### config.mk
export PLATFORM = sky130hd
export DESIGN_NAME = serial_frame_rx_flat
export DESIGN_NICKNAME = d
export VERILOG_FILES = /design/src/rtl/serial_frame_rx_pkg.sv /design/src/rtl/serial_frame_rx_if.sv /design/src/rtl/serial_frame_rx_shift_core.sv /design/src/rtl/serial_frame_rx.sv /design/src/flat_wrapper.sv
export SDC_FILE = /design/constraint.sdc
export NUM_CORES = 1
export LEC_CHECK = 0
export CAP_MARGIN = 20
export CORE_MARGIN = 2
export CORE_UTILIZATION = 60
export CTS_BUF_LIST = sky130_fd_sc_hd__clkbuf_4 sky130_fd_sc_hd__clkbuf_8 sky130_fd_sc_hd__clkbuf_16
export CTS_CLUSTER_DIAMETER = 80
export DETAILED_ROUTE_END_ITERATION = 16
export DONT_BUFFER_PORTS = 1
export GPL_TIMING_DRIVEN = 1
export MAX_ROUTING_LAYER = met4
export PLACE_DENSITY = 0.86
export SLEW_MARGIN = 20
export SYNTH_ARGS = -nofsm -noshare
export SYNTH_HDL_FRONTEND = slang
export SYNTH_SLANG_ARGS = --single-unit
### constraint.sdc
create_clock -name clk -period 2.3 [get_ports clk]
set_input_delay 0.69 -clock clk [delete_from_list [all_inputs] [get_ports clk]]
set_output_delay 0.69 -clock clk [all_outputs]
set_load 0.01 [all_outputs]
### src/rtl/serial_frame_rx_pkg.sv
// Shared state codes and bit-order constants for the serial frame receiver.
// No logic; pure definitions.
// No flow control of its own.
package serial_frame_rx_pkg;

    typedef enum logic [1:0] {
        ST_IDLE   = 2'd0,
        ST_DATA   = 2'd1,
        ST_PARITY = 2'd2,
        ST_STOP   = 2'd3
    } rx_state_e;

    localparam logic MODE_LSB_FIRST = 1'b1;
    localparam logic MODE_MSB_FIRST = 1'b0;

endpackage

### src/rtl/serial_frame_rx_if.sv
// Serial input strobe plus valid/ready word output of the frame receiver.
// Pure wiring; no latency.
// data_valid is held by the receiver until data_ready is seen.
interface serial_frame_rx_if #(
    parameter int n = 6
);
    logic         mode;
    logic         serial_in;
    logic         bit_valid;
    logic [n-1:0] data_out;
    logic         data_valid;
    logic         data_ready;
    logic         parity_err;
    logic         frame_err;
    logic         overrun;
    logic         busy;

    // Side that feeds bits and consumes words
    modport master (
        output mode, serial_in, bit_valid, data_ready,
        input  data_out, data_valid, parity_err, frame_err, overrun, busy
    );

    // Receiver side
    modport slave (
        input  mode, serial_in, bit_valid, data_ready,
        output data_out, data_valid, parity_err, frame_err, overrun, busy
    );
endinterface

### src/rtl/serial_frame_rx_shift_core.sv
// Direction-selectable n-bit shift register with running XOR of its contents.
// One bit enters per clk when shift_en=1; parity is combinational from the register.
// No backpressure; holds when shift_en=0, clr has priority over shift.
module rx_shift_core
    import serial_frame_rx_pkg::*;
#(
    parameter int n = 6
) (
    input  logic         clk,
    input  logic         rst,
    input  logic         clr,
    input  logic         shift_en,
    input  logic         dir,
    input  logic         sin,
    output logic [n-1:0] data,
    output logic         parity
);

    logic [n-1:0] sr_q, sr_d;

    // Next shift contents: clear, shift right (new bit at MSB) or left (new bit at LSB)
    always_comb begin
        sr_d = sr_q;
        if (clr) begin
            sr_d = '0;
        end else if (shift_en) begin
            if (dir == MODE_LSB_FIRST) begin
                sr_d = {sin, sr_q[n-1:1]};
            end else begin
                sr_d = {sr_q[n-2:0], sin};
            end
        end
    end

    // Shift register state
    always_ff @(posedge clk) begin
        if (rst) begin
            sr_q <= '0;
        end else begin
            sr_q <= sr_d;
        end
    end

    assign data   = sr_q;
    assign parity = ^sr_q;

endmodule

### src/rtl/serial_frame_rx.sv
// Serial frame receiver: start bit, n data bits, optional even parity, stop bit.
// Word appears on data_out 1 clk after the stop-bit strobe.
// One-deep output; a good frame arriving while full and not ready is dropped (overrun).
module serial_frame_rx
    import serial_frame_rx_pkg::*;
#(
    parameter int n         = 6,
    parameter bit PARITY_EN = 1'b1
) (
    input  logic             clk,
    input  logic             rst,
    serial_frame_rx_if.slave bus
);

    localparam int CW = $clog2(n + 1);

    rx_state_e    state_q, state_d;
    logic [CW-1:0] cnt_q, cnt_d;
    logic         mode_q, mode_d;
    logic         par_q, par_d;
    logic [n-1:0] dout_q, dout_d;
    logic         dvld_q, dvld_d;
    logic         perr_q, perr_d;
    logic         ferr_q, ferr_d;
    logic         ovr_q, ovr_d;

    logic         shift_en;
    logic         shift_clr;
    logic [n-1:0] shift_data;
    logic         shift_par;

    rx_shift_core #(.n(n)) u_shift (
        .clk      (clk),
        .rst      (rst),
        .clr      (shift_clr),
        .shift_en (shift_en),
        .dir      (mode_q),
        .sin      (bus.serial_in),
        .data     (shift_data),
        .parity   (shift_par)
    );

    // Frame FSM, bit counter and output register next-state; the handshake runs every cycle
    always_comb begin
        state_d   = state_q;
        cnt_d     = cnt_q;
        mode_d    = mode_q;
        par_d     = par_q;
        dout_d    = dout_q;
        dvld_d    = dvld_q & ~bus.data_ready;
        perr_d    = perr_q;
        ferr_d    = 1'b0;
        ovr_d     = 1'b0;
        shift_en  = 1'b0;
        shift_clr = 1'b0;

        if (bus.bit_valid) begin
            case (state_q)
                ST_IDLE: begin
                    if (!bus.serial_in) begin
                        mode_d    = bus.mode;
                        cnt_d     = '0;
                        par_d     = 1'b0;
                        shift_clr = 1'b1;
                        state_d   = ST_DATA;
                    end
                end
                ST_DATA: begin
                    shift_en = 1'b1;
                    cnt_d    = cnt_q + CW'(1);
                    if (cnt_q == CW'(n - 1)) begin
                        state_d = PARITY_EN ? ST_PARITY : ST_STOP;
                    end
                end
                ST_PARITY: begin
                    par_d   = bus.serial_in ^ shift_par;
                    state_d = ST_STOP;
                end
                ST_STOP: begin
                    state_d = ST_IDLE;
                    if (bus.serial_in) begin
                        if (!dvld_q || bus.data_ready) begin
                            dout_d = shift_data;
                            perr_d = par_q;
                            dvld_d = 1'b1;
                        end else begin
                            ovr_d = 1'b1;
                        end
                    end else begin
                        ferr_d = 1'b1;
                    end
                end
                default: state_d = ST_IDLE;
            endcase
        end
    end

    // State and output registers
    always_ff @(posedge clk) begin
        if (rst) begin
            state_q <= ST_IDLE;
            cnt_q   <= '0;
            mode_q  <= MODE_MSB_FIRST;
            par_q   <= 1'b0;
            dout_q  <= '0;
            dvld_q  <= 1'b0;
            perr_q  <= 1'b0;
            ferr_q  <= 1'b0;
            ovr_q   <= 1'b0;
        end else begin
            state_q <= state_d;
            cnt_q   <= cnt_d;
            mode_q  <= mode_d;
            par_q   <= par_d;
            dout_q  <= dout_d;
            dvld_q  <= dvld_d;
            perr_q  <= perr_d;
            ferr_q  <= ferr_d;
            ovr_q   <= ovr_d;
        end
    end

    assign bus.data_out   = dout_q;
    assign bus.data_valid = dvld_q;
    assign bus.parity_err = perr_q;
    assign bus.frame_err  = ferr_q;
    assign bus.overrun    = ovr_q;
    assign bus.busy       = (state_q != ST_IDLE);

endmodule
### src/flat_wrapper.sv
// flat-port wrapper written by rule: the top's interface ports become plain ports
module serial_frame_rx_flat import serial_frame_rx_pkg::*;
#(
    parameter int n         = 6,
    parameter bit PARITY_EN = 1'b1
)
  (clk, rst, bus_mode, bus_serial_in, bus_bit_valid, bus_data_ready, bus_data_out, bus_data_valid, bus_parity_err, bus_frame_err, bus_overrun, bus_busy);
  serial_frame_rx_if #(.n(n)) bus_i ();
  input  logic clk;
  input  logic rst;
  input wire logic [$bits(bus_i.mode)-1:0] bus_mode;
  input wire logic [$bits(bus_i.serial_in)-1:0] bus_serial_in;
  input wire logic [$bits(bus_i.bit_valid)-1:0] bus_bit_valid;
  input wire logic [$bits(bus_i.data_ready)-1:0] bus_data_ready;
  output wire logic [$bits(bus_i.data_out)-1:0] bus_data_out;
  output wire logic [$bits(bus_i.data_valid)-1:0] bus_data_valid;
  output wire logic [$bits(bus_i.parity_err)-1:0] bus_parity_err;
  output wire logic [$bits(bus_i.frame_err)-1:0] bus_frame_err;
  output wire logic [$bits(bus_i.overrun)-1:0] bus_overrun;
  output wire logic [$bits(bus_i.busy)-1:0] bus_busy;
  assign bus_i.mode = bus_mode;
  assign bus_i.serial_in = bus_serial_in;
  assign bus_i.bit_valid = bus_bit_valid;
  assign bus_i.data_ready = bus_data_ready;
  assign bus_data_out = bus_i.data_out;
  assign bus_data_valid = bus_i.data_valid;
  assign bus_parity_err = bus_i.parity_err;
  assign bus_frame_err = bus_i.frame_err;
  assign bus_overrun = bus_i.overrun;
  assign bus_busy = bus_i.busy;
  serial_frame_rx #(.n(n), .PARITY_EN(PARITY_EN)) u_core (.clk(clk), .rst(rst), .bus(bus_i));
endmodule
* Word level (Yosys, flattened, before mapping)
Index checks and enable logic that the tools add are counted.
** Storage, ports and cells
- Register bits :: 23
- Word-level logic and storage cells :: 56
** Operators by class
- Multiplexer cells :: 18
- Bitwise gates (word level) :: 6
- Reductions and logical operators :: 15
- Equality and inequality tests :: 6
- Add/sub/neg operators :: 1
** Operator list (number)
- 3-bit AND reduction :: 4
- 1-bit 2-to-1 mux :: 11
- 2-bit one-hot mux with 4 select lines :: 1
- 6-bit 2-to-1 mux :: 1
- 3-bit one-hot mux with 2 select lines :: 1
- 2-bit nonzero test :: 3
- 6-bit parity :: 1
- 2-bit equality test (second input constant) :: 2
- 2-bit 2-to-1 mux :: 2
- 1-bit inverter :: 4
- 4-bit AND reduction :: 1
- 4-bit OR reduction :: 1
- 3-bit by 1-bit adder with 3-bit output (second input constant) :: 1
- 3-bit equality test (second input constant) :: 1
- 3-bit 2-to-1 mux :: 1
- 3-bit OR reduction :: 1
- 2-bit by 1-bit equality test with 1-bit output (second input constant) :: 1
- 2-bit zero test :: 1
- 2-bit by 1-bit inequality test with 1-bit output (second input constant) :: 1
- 2-bit inequality test (second input constant) :: 1
- 1-bit one-hot mux with 2 select lines :: 1
- 2-bit OR reduction :: 1
- 1-bit bitwise AND :: 1
- 1-bit zero test :: 1
- other kinds (2) :: 2

* Logic depth before layout (Yosys ltp)
- Word-level depth :: 6
- Mapped depth :: 6
- Mapped depth without buffers :: 5

* Cells and area by module
A second synthesis with hierarchy kept.
** Second synthesis, totals
- Cell total of the unflattened synthesis :: 125
- Area, all modules :: 1211.2 µm²
** Modules (own cells, without submodules)
- serial_frame_rx :: cells each 93, sequential area each 340.3 µm², instances 1, area an instance 892.1 µm²
- rx_shift_core :: cells each 32, sequential area each 120.1 µm², instances 1, area an instance 319.1 µm²

* Worst setup path after synthesis
OpenSTA, ideal clock, no wires.
- Kind :: in2reg
- From :: input bus_bit_valid
- To :: register u_core.cnt_q[2]
- Buffers on the path :: 1
- Arrival :: 1.475 ns
- Setup slack :: 0.706 ns
- Data required time :: 2.181 ns
- Cell stages on the path :: 4
- Path through :: buf_2 a21bo_2 o21a_1 o221a_2
** On the way
- Longest elaborated chain between the ends :: 1
** Ends and longest elaborated chain
- from (decl) :: RTL line flat_wrapper.sv:13 : input wire logic [$bits(bus_i.bit_valid)-1:0] bus_bit_valid;
- 3-bit AND reduction (no line)
- to (signal assigned) :: RTL line serial_frame_rx.sv:112 : cnt_q <= cnt_d;
- to (decl) :: RTL line serial_frame_rx.sv:18 : logic [CW-1:0] cnt_q, cnt_d;
Every way passes these cells.
A chain may end at the register's enable or synchronous reset.

* Worst setup path in the final report
- From :: register u_core.state_q[0]
- To :: output bus_busy
** On the way
- Longest elaborated chain between the ends :: 1
** Ends and longest elaborated chain
- from (decl) :: RTL line serial_frame_rx.sv:17 : rx_state_e state_q, state_d;
- from (signal assigned) :: RTL line serial_frame_rx.sv:111 : state_q <= state_d;
- 2-bit nonzero test :: RTL line serial_frame_rx.sv:128 : assign bus.busy = (state_q != ST_IDLE);
- to (decl) :: RTL line flat_wrapper.sv:20 : output wire logic [$bits(bus_i.busy)-1:0] bus_busy;
Every way passes these cells.

==> impl_summary.md <==
Clock network
The number of gates resized after CTS is 0. The clock-pin slew of the registers on the worst-case setup and hold paths is 0.13 ns. TritonCTS built the clock tree. At the later pin of the worst-skew pair, clock insertion delay measures roughly 0.3 ns. Clock tree synthesis selected as its root buffer the cell clkbuf_4. CTS built an H-tree with a depth of 1.

The buffer levels on the longest clock path is 2. The total clock buffers created by CTS is 3. For this design, the sink count on the clock tree is 23. The post-CTS repair timing setup buffer count is 0. After clock tree synthesis, the flow added hold-fix buffers numbering 0.

Min path
The worst hold path depth is 1. The startpoint of the worst hold path is rst. The tightest min-delay check is of the in2reg type. The endpoint of the worst hold path is u_core.bus.data_out[4].

Worst setup path
The path type of the worst setup path is reg2out. The startpoint of the lowest-slack register-to-register path is u_core.state_q[1]. The sum of buffers and inverters on the critical path is 2. The length in cells of the worst reg-to-reg path is 5. The worst setup path is captured at an output pin. Of all nets on the critical path, the largest fanout is 6. In this design, the critical path's most frequently occurring cell is inv_1. The highest-delay cell along the critical path is dfxtp_1. The register-to-register setup slack is about 0.69 ns. The critical path goes through inv_1, ha_1, inv_1. The critical path crosses 3 cells after its start point. The largest stage delay on the critical path is 0.41 ns. The critical path launch point type is a register.

Grouping stages by cell kind, the critical path spends the most delay in flip-flops. The endpoint required time on the critical path is approximately 1.6 ns. The worst reg2reg path endpoint is u_core.u_shift.data[4]. The arrival time of data at the critical path endpoint is 1.24 ns.

Synth
The Yosys step of the flow raised 0 warnings. The number of library cell types mapped by synthesis is 33. The net count after synthesis is 138. The cell area after synthesis is about 1200 um^2. The synthesized design contains 23 register bits. The average instance in the mapped netlist occupies ~9.3 um^2. The sequential-to-total area share from yosys stat is about two fifths. Synthesis handed over a netlist of roughly 130 instances.

Routing
The detail route stage leaves a number of antenna-violating nets equal to 0. In the routed layout, each cell is associated on average with a via count of 5.93. The violation count after the first detailed-route iteration is 23.

The routed design has between 2000 and 2500 um of wire. The remaining design rule violation count is 0. The pre-antenna-repair detailed-routing pass consisted of 4 iterations. The routed via count is 872. Dividing the detail-routed wire length by the instance count gives approximately 15 um.

Die
From bottom edge to top edge, the die measures 48.1 um. The initial core utilization is about 65%. The number of ports placed on the die boundary is 17.

The floorplan step defined a core boundary enclosing about 1800 um^2. The die is about 48 um wide. The die covers 2310 um^2.

The site row count is 15.

STA
After layout, the worst setup slack is between 0.3 and 0.4 ns. In the finished design, the share of the clock period the worst path needs comes to 83.9%. Setup violations remaining at the end of the flow were counted as 0. In this run the tightest slew margin relative to its limit is approximately three quarters. Setup repair after global routing left no endpoint under its margin. Derived from the worst setup path, the maximum achievable clock frequency is about 520 MHz. The accumulated negative setup slack is 0 ns.

The total count of hold-check failures in the final report is 0. The number of max-slew violations in the final report is 0. Clock skew on the completed layout was measured at between 0.01 and 0.015 ns. For the pin with the worst max-slew slack, the measured transition is 0.389 ns. The shortest clock period the worst path allows after layout is just under 2 ns.

Final layout
0 antenna diodes ended up in the layout. After the last flow step, the layout net total stands at around 140. The filler cells instantiated in the layout total between 100 and 150.

Cells with a size suffix above 1 make up about 6.6% of the layout. The layout-stage area growth over the synthesis result is 1.83%.

Pwr
The completed layout was analyzed and its total power is around 0.72 mW. The power density of the placed cells is roughly 610 nW/um^2. IR analysis of the VDD net gives a maximum drop of 312 uV.

The static leakage is between 0.4 and 0.5 nW.

Global routing
The number of antenna violations at the first check in global routing is 0. The remaining global-route overflow is 0. The first global-routing pass estimated around 3600 um of wire. The via count of the first global-routing pass came to 838.

The combined global-route utilization of all metal layers is a little under a quarter. Entering global routing, the biggest net connects 17 pins.

Run
Max-cap violations in this run came to 0.

Placement
The estimated wirelength of the detail-placed design is about 1600 um. Before CTS, the worst setup slack after placement is approximately 0.71 ns. The count of input and output buffers is 0. The global placement routability congestion is around 0.84.

Status
The run finished with clean final reports.
-- power by group --
group / switching [mW] / internal, mW / leakage, nW
Clock: 0.113 / 0.0793 / 0.0184
Sequential: 0.0170 / 0.410 / 0.186
Combinational: 0.0510 / 0.0498 / 0.219
-- flip-flops by register name, summed over array words and instances (netlist names) --
name                   flops
u_core.state_q             2
u_core.bus.data_valid      1
u_core.bus.overrun         1
u_core.bus.frame_err       1
u_core.mode_q              1
u_core.cnt_q               3
u_core.bus.parity_err      1
u_core.bus.data_out        6
u_core.u_shift.data        6
u_core.par_q               1
-- how the worst max path moves through the flow --
| stage | from | to | slack [ns] |
|---|---|---|---|
| after floorplan | bus_bit_valid | u_core.cnt_q[2] | 0.71 |
| after global placement | u_core.state_q[0] | bus_busy | 0.77 |
| after detailed placement | u_core.state_q[0] | bus_busy | 0.71 |
| after CTS | u_core.state_q[0] | bus_busy | 0.37 |
| after global routing | u_core.state_q[0] | bus_busy | 0.28 |
| final | u_core.state_q[0] | bus_busy | 0.37 |
-- cell usage in the layout, fill, tap and decap left out --
cell,netlist,layout
and2_1,2,2
nor2b_1,2,2
o21a_1,1,1
a21oi_1,13,13
dfxtp_1,23,23
clkbuf_4,0,4
nand3b_1,1,1
xnor2_1,1,1
and3_1,1,1
and3b_1,1,1
nor3_1,3,3
xor2_1,1,1
nand2b_1,2,2
a21bo_2,2,2
mux2i_1,7,7
nor4bb_1,2,2
a211oi_1,6,6
o32ai_1,1,1
nand3_1,10,10
ha_1,7,7
a311oi_1,1,1
a21boi_2,1,1
o21ai_0,11,11
a21boi_0,1,1
nand2_1,1,1
nor4_1,1,1
nor2_1,7,7
xnor3_1,2,2
o221a_2,1,1
inv_1,6,6
-- metal layers --
| layer | up-vias | track usage, % | wire [um] | share of wire (%) |
|---|---|---|---|---|
| li1 | 442 | - | - | - |
| met1 | 405 | 26.8 | 979 | 45 |
| met2 | 19 | 38.7 | 1100 | 50 |
| met3 | 6 | 3.40 | 65 | 3.0 |
| met4 | 0 | 7.57 | 44 | 2.0 |
| met5 | - | - | 0 | 0 |
-- through the flow --
step | cells | hold slack [ns] | utilization (%) | area, um^2
after CTS | 147 | 0.433 | 66.5 | 1190
final | 147 | 0.433 | 66.5 | 1190
after global routing | 147 | 0.421 | 66.5 | 1190
after floorplan | 125 | 0.444 | - | 1160
after detailed placement | 143 | 0.466 | 64.8 | 1160
after global placement | 143 | 0.451 | 64.8 | 1160
-- synth_stat cells --
cell type	count	area, um^2
xor2_1	1	8.76
a311oi_1	1	8.76
nor2_1	7	26.3
clkbuf_1	3	11.3
o221a_2	1	11.3
buf_4	1	7.51
xnor3_1	2	45.0
and3_1	1	6.26
a21boi_2	1	11.3
o21a_1	1	7.51
nand3b_1	1	7.51
and2_1	2	12.5
nand2_1	1	3.75
dfxtp_1	23	460
nor3_1	3	15.0
mux2i_1	7	70.1
nor4_1	1	6.26
ha_1	7	87.6
a21boi_0	1	7.51
nor4bb_1	2	20.0
and3b_1	1	8.76
buf_2	2	10.0
o21ai_0	11	55.1
a21oi_1	13	65.1
xnor2_1	1	8.76
nand2b_1	2	12.5
a211oi_1	6	45.0
o32ai_1	1	8.76
inv_1	6	22.5
nor2b_1	2	12.5
nand3_1	10	50.1
buf_6	1	11.3
a21bo_2	2	20.0
-- area by class of cell --
type	instances	area, um^2	share of cell area, %
Multi-Input combinational cell	89	642	54.1
Sequential cell	23	460	38.8
Tap cell	25	31.3	2.64
Clock buffer	4	30.0	2.53
Inverter	6	22.5	1.90
-- kinds of logic after synthesis --
kind of cell               count (synthesis)  share of synthesized area, %
adders and majority gates                  7                          7.52
AOI/OAI and AO/OA                         38                          20.6
DFF                                       23                          39.5
xor gates and xnor gates                   4                          5.37
muxes                                      7                          6.02
buffers and inverters                     13                          5.37
and+or+nand+nor                           33                          15.6
-- worst reg2reg max path, cell delays in order, from the launching register on --
cell      delay [ns]
dfxtp_1         0.36
inv_1           0.11
ha_1            0.34
and2_1          0.42
nor2_1          0.09
a211oi_1        0.22
(Power assumes the default switching activity.)
==> patch 1: new RTL, config.mk and constraints unchanged <==
`PARITY_EN` is set to 1'b1 in 2 places; all go to 1'b0.
--- a/src/rtl/serial_frame_rx.sv
+++ b/src/rtl/serial_frame_rx.sv
@@ -5,7 +5,7 @@
     import serial_frame_rx_pkg::*;
 #(
     parameter int n         = 6,
-    parameter bit PARITY_EN = 1'b1
+    parameter bit PARITY_EN = 1'b0
 ) (
     input  logic             clk,
     input  logic             rst,
--- a/src/flat_wrapper.sv
+++ b/src/flat_wrapper.sv
@@ -2,7 +2,7 @@
 module serial_frame_rx_flat import serial_frame_rx_pkg::*;
 #(
     parameter int n         = 6,
-    parameter bit PARITY_EN = 1'b1
+    parameter bit PARITY_EN = 1'b0
 )
   (clk, rst, bus_mode, bus_serial_in, bus_bit_valid, bus_data_ready, bus_data_out, bus_data_valid, bus_parity_err, bus_frame_err, bus_overrun, bus_busy);
   serial_frame_rx_if #(.n(n)) bus_i ();
Check against the original RTL: not equivalent (Yosys sat finds a counterexample within 10 cycles, from zero or initial values and one cycle with rst high).
==> patch 1 against the original RTL <==
Area after synthesis fell by 1.4%; highest routed layer unchanged; cell area fell by 1.5%; worst setup slack improved by 0.022 ns; wire length fell by 6.4%; largest power group unchanged; maximum frequency rose by 1.2%; total power fell by 2.3%; critical path type unchanged; sequential cell count did not move.
==> patch 1: results (changes against the original RTL) <==
critical_path:
  max_stage_delay_ns: 0.40
  arrival_ns: 1.22  # was 1.24 ns
  startpoint: "u_core.state_q[0]$_SDFFE_PP0P_"  # unchanged
  r2r-start: "u_core.state_q[1]$_SDFFE_PP0P_"  # unchanged
  worst-r2r-setup-slack_ns: 0.77  # was 0.69 ns
  cp_max_fo: 5  # was 6
  cp_slowest_cell: "dfxtp_1"  # unchanged
  r2r_end: "u_core.u_shift.data[1]$_SDFFE_PP0P_"  # was u_core.u_shift.data[4]$_SDFFE_PP0P_
  reg2regPathDepth: 5  # unchanged
synthesis:
  synth.avg_cell_area_sq_um: 9.41  # was 9.32 sq um
  synth_area_leaders: "dfxtp_1, ha_1, mux2i_1"  # unchanged
  synth_nets: 134  # was 138
  async_flop_share_pct: 0  # unchanged
  synthFlopType: "dfxtp_1"  # unchanged
  synth_cell_types: 33  # unchanged
  yosysSeqAreaShare_pct: 40.1  # was 39.5%
  synth_common_cells: "dfxtp_1, a21oi_1, nand3_1"  # was dfxtp_1, a21oi_1, o21ai_0
final_layout:
  drive_above_1_share_pct: 5.04  # was 6.56%
  num-nets-final: 132  # was 136
  stdcell_count: 144  # was 147
grt:
  grt_max_degree: 19  # was 17
  grt_pass1_wl_mm: 3.30  # was 3.56 mm
  grt_pass1_vias: 774  # was 838
  grt_use_total_pct: 21.2  # was 22.6%
sta:
  fin_skew_ns: 0.00697  # was 0.0120 ns
  holdWs_ns: 0.420  # was 0.433 ns
  slew_headroom_pct: 72.4  # was 74.0%
  fmaxAchievable_mhz: 524  # was 518 MHz
worst_hold_path:
  holdPathStages: 1  # unchanged
  hold_path.class: "input pin to flip-flop"  # unchanged
  min_to: "u_core.bus.data_valid$_SDFF_PP0_"  # was u_core.bus.data_out[4]$_SDFFE_PP0P_
  min-delay-start: "rst"  # unchanged
placed_design:
  portBuffers: 0  # unchanged
  dp_hpwl_mm: 1.53  # was 1.63 mm
  dpl_cell_area_sq_um: 1140  # was 1160 sq um
  place_ws_ns: 0.747  # was 0.710 ns
  place_congestion: 0.910  # was 0.838
detailed_routing:
  viasPerCell: 5.84  # was 5.93
  wirelength_mm: 2.05  # was 2.19 mm
  initialDrtViolationCount: 10  # was 23
  first_pass_iters: 4  # unchanged
pwr:
  p_leak_nw: 0.409  # was 0.423 nW
  power_switching_uw: 182  # was 181 uW
  vdd_drop_max_mv: 0.327  # was 0.312 mV
clock_network:
  post_cts_buffers: 0  # unchanged
  clk_pin_slew_ns: 0.13  # about the same
  cts_max_level: 1  # unchanged
  clock-root-buffer: "clkbuf_4"  # unchanged
  cts_resized: 0  # unchanged
  insertion_delay_ns: 0.31
outcome:
  status: "finished, final reports clean"  # unchanged
## patch 1: power groups by stage
stage / clock, mW / sequential (mW) / combinational [mW]
3_5_place_dp: 0 / 0.434 / 0.0912
2_1_floorplan: 0 / 0.428 / 0.0902
4_1_cts: 0.195 / 0.425 / 0.0912
3_3_place_gp: 0 / 0.433 / 0.0861
6_report: 0.188 / 0.425 / 0.0908
5_1_grt: 0.207 / 0.427 / 0.100
## patch 1: worst max-delay path, delay by kind of cell, from the launching register on
kind                     cells  cell delay, ns
flip-flops                   1            0.40
adder cells (fa/ha/maj)      1            0.27
buffers and inverters        2            0.23
## patch 1: metal layers
layer  wire length (microns)  global-route usage, %
met3                      43                   3.77
met2                    1020                   34.7
met4                      26                   8.11
met1                     953                   25.9
met5                       0                      -
## patch 1: cell families (layout without fill, tap and decap cells)
logic type / Yosys count / count (layout) / synth area share (%)
AO/OA/AOI/OAI: 36 / 36 / 20.4
AND/OR/NAND/NOR: 34 / 34 / 16.4
flip-flops: 23 / 23 / 40.1
buffers and inverters: 12 / 9 / 5.01
multiplexers: 7 / 7 / 6.10
adder cells (fa/ha/maj): 6 / 6 / 6.54
XOR/XNOR: 4 / 4 / 5.45
## patch 1: cell type report
class / instances / area [sq um]
inverter: 5 / 18.8
multi-input combinational: 87 / 631
tap: 25 / 31.3
clock buffer: 3 / 22.5
fill: 158 / 596
clock inverter: 1 / 5.00
sequential: 23 / 460
## patch 1: worst max-delay path by stage
stage	endpoint	cells past startpoint
after floorplan	u_core.par_q$_SDFFE_PP0P_	4
after global placement	bus_busy	3
after detailed placement	bus_busy	3
after CTS	bus_busy	3
after global routing	bus_busy	3
final	bus_busy	3
==> patch 2: new RTL, same flow settings <==
Without the edit above. Make the reset (`rst`) asynchronous in 2 clocked blocks.
--- a/src/rtl/serial_frame_rx_shift_core.sv
+++ b/src/rtl/serial_frame_rx_shift_core.sv
@@ -33,7 +33,7 @@
     end
 
     // Shift register state
-    always_ff @(posedge clk) begin
+    always_ff @(posedge clk or posedge rst) begin
         if (rst) begin
             sr_q <= '0;
         end else begin
--- a/src/rtl/serial_frame_rx.sv
+++ b/src/rtl/serial_frame_rx.sv
@@ -96,7 +96,7 @@
     end
 
     // State and output registers
-    always_ff @(posedge clk) begin
+    always_ff @(posedge clk or posedge rst) begin
         if (rst) begin
             state_q <= ST_IDLE;
             cnt_q   <= '0;
Check against the original RTL: differs if rst is asserted again (counterexample within 4 cycles, from zero or initial values and one cycle with rst high); with rst held inactive, the same outputs for 10 cycles.
==> patch 2 against the original RTL <==
Worst setup slack worse by 0.067 ns; cell area increased by 6.0%; sequential cell count unchanged; wire length fell by 9.4%; die area rose by 4.1%; register-to-register slack worse by 0.20 ns; final cell count fell by 13%; global-route usage shrank 3.7 points; area after synthesis rose by 4.5%; critical path type unchanged.
Power is not compared: it rests on default switching activity, and its combinational part moved more than twofold at a synthesized area within 25%.
==> patch 2: results (changes against the original RTL) <==
detailed_routing:
  vias: 738  # was 872
  initialDrtViolationCount: 9  # was 23
  wl_met2_microns: 999  # was 1.10 mm
  viasPerCell: 5.77  # was 5.93
  wl_met1_microns: 900  # was 979 microns
  wl_met3_microns: 56  # was 65 microns
  routedWlPerCell_microns: 15.5  # was 14.9 microns
grt:
  grt_use_total_pct: 18.9  # was 22.6%
  grt_use_met1_pct: 25.1  # was 26.8%
  met3_usage_pct: 2.76  # was 3.40%
  grt_pass1_vias: 771  # was 838
  grt_use_met2_pct: 30.8  # was 38.7%
  grt_pass1_wl_mm: 3.46  # was 3.56 mm
  grt_max_degree: 24  # was 17
synthesis:
  synth_cell_types: 29  # was 33
  async_flop_share_pct: 100  # was 0%
  synth_mux_area_share_pct: 14.1  # was 6.02%
  synth_fa_ha_area_share_pct: 7.19  # was 7.52%
  synth_area_leaders: "dfrtp_1, mux2_2, ha_1"  # was dfxtp_1, ha_1, mux2i_1
  synth_nets: 113  # was 138
  synth_cells: 100  # was 125
  yosysSeqAreaShare_pct: 47.3  # was 39.5%
  synth_common_cells: "dfrtp_1, nor2_1, mux2_2"  # was dfxtp_1, a21oi_1, o21ai_0
  synthFlopType: "dfrtp_1"  # was dfxtp_1
  synth_xor_area_share_pct: 6.68  # was 5.37%
  synth-compound-area-share_pct: 9.87  # was 20.6%
final_layout:
  design_area_sq_um: 1260  # was 1190 sq um
  inverters_excl_clock: 5  # was 6
  drive_above_1_share_pct: 18.8  # was 6.56%
  n_antenna_cell: 0  # unchanged
  num-fill-cells: 155  # was 148
  multiInputGateArea_sq_um: 594  # was 642 sq um
  comb.multi_input.count: 68  # was 89
  num-nets-final: 115  # was 136
  buffers: 1  # was 0
  seq_area_sq_um: 576  # was 460 sq um
  clock_area_share_pct: 2.19  # was 2.53%
  non_clock_buffer_area_share_pct: 0.597  # was 0%
die:
  coreArea_sq_um: 1940  # was 1780 sq um
placed_design:
  dp_hpwl_mm: 1.48  # was 1.63 mm
  place_congestion: 0.800  # was 0.838
  portBuffers: 0  # unchanged
  place_ws_ns: 0.449  # was 0.710 ns
worst_hold_path:
  hold_path.class: "input pin to async pin"  # was input pin to flip-flop
pwr:
  seqPwrFrac_pct: 47.0
  power_mw: 1.75
  p_comb_share_pct: 42.6
sta:
  fin_skew_ns: 0.00124  # was 0.0120 ns
  slew_headroom_pct: 60.6  # was 74.0%
critical_path:
  max_stage_delay_ns: 0.42
  cp_slowest_cell: "dfrtp_1"  # was dfxtp_1
  arrival_ns: 1.31  # was 1.24 ns
  cp_max_fo: 5  # was 6
clock_network:
  clockBufferDepth: 2  # unchanged
  insertion_delay_ns: 0.30  # about the same
  cts_buffers: 3  # unchanged
outcome:
  status: "finished, final reports clean"  # unchanged
## patch 2: changes by cell type in the layout (fill, tap and decap cells not counted), moves of 3 or more
cell,unedited run,this run
a21oi_1,13,0
nor3_1,3,0
mux2_2,0,9
dfxtp_1,23,0
dfrtp_1,0,23
nor2_1,7,11
nand3_1,10,1
nand2_1,1,6
o21ai_0,11,4
## patch 2: worst paths after layout
path,start,end,slack (ns),cells after the start
min in group clk,bus_serial_in,u_core.bus.frame_err$_DFF_PP0_,0.44,1
max in group asynchronous,rst,u_core.bus.data_out[0]$_DFFE_PP0P_,1.75,2
hold reg to reg,u_core.par_q$_DFFE_PP0P_,u_core.bus.parity_err$_DFFE_PP0P_,0.55,1
hold / removal,rst,u_core.cnt_q[1]$_DFFE_PP0P_,0.32,2
setup reg to reg,u_core.state_q[0]$_DFFE_PP0P_,u_core.mode_q$_DFFE_PP0P_,0.49,5
setup / recovery,u_core.state_q[0]$_DFFE_PP0P_,bus_busy,0.30,3
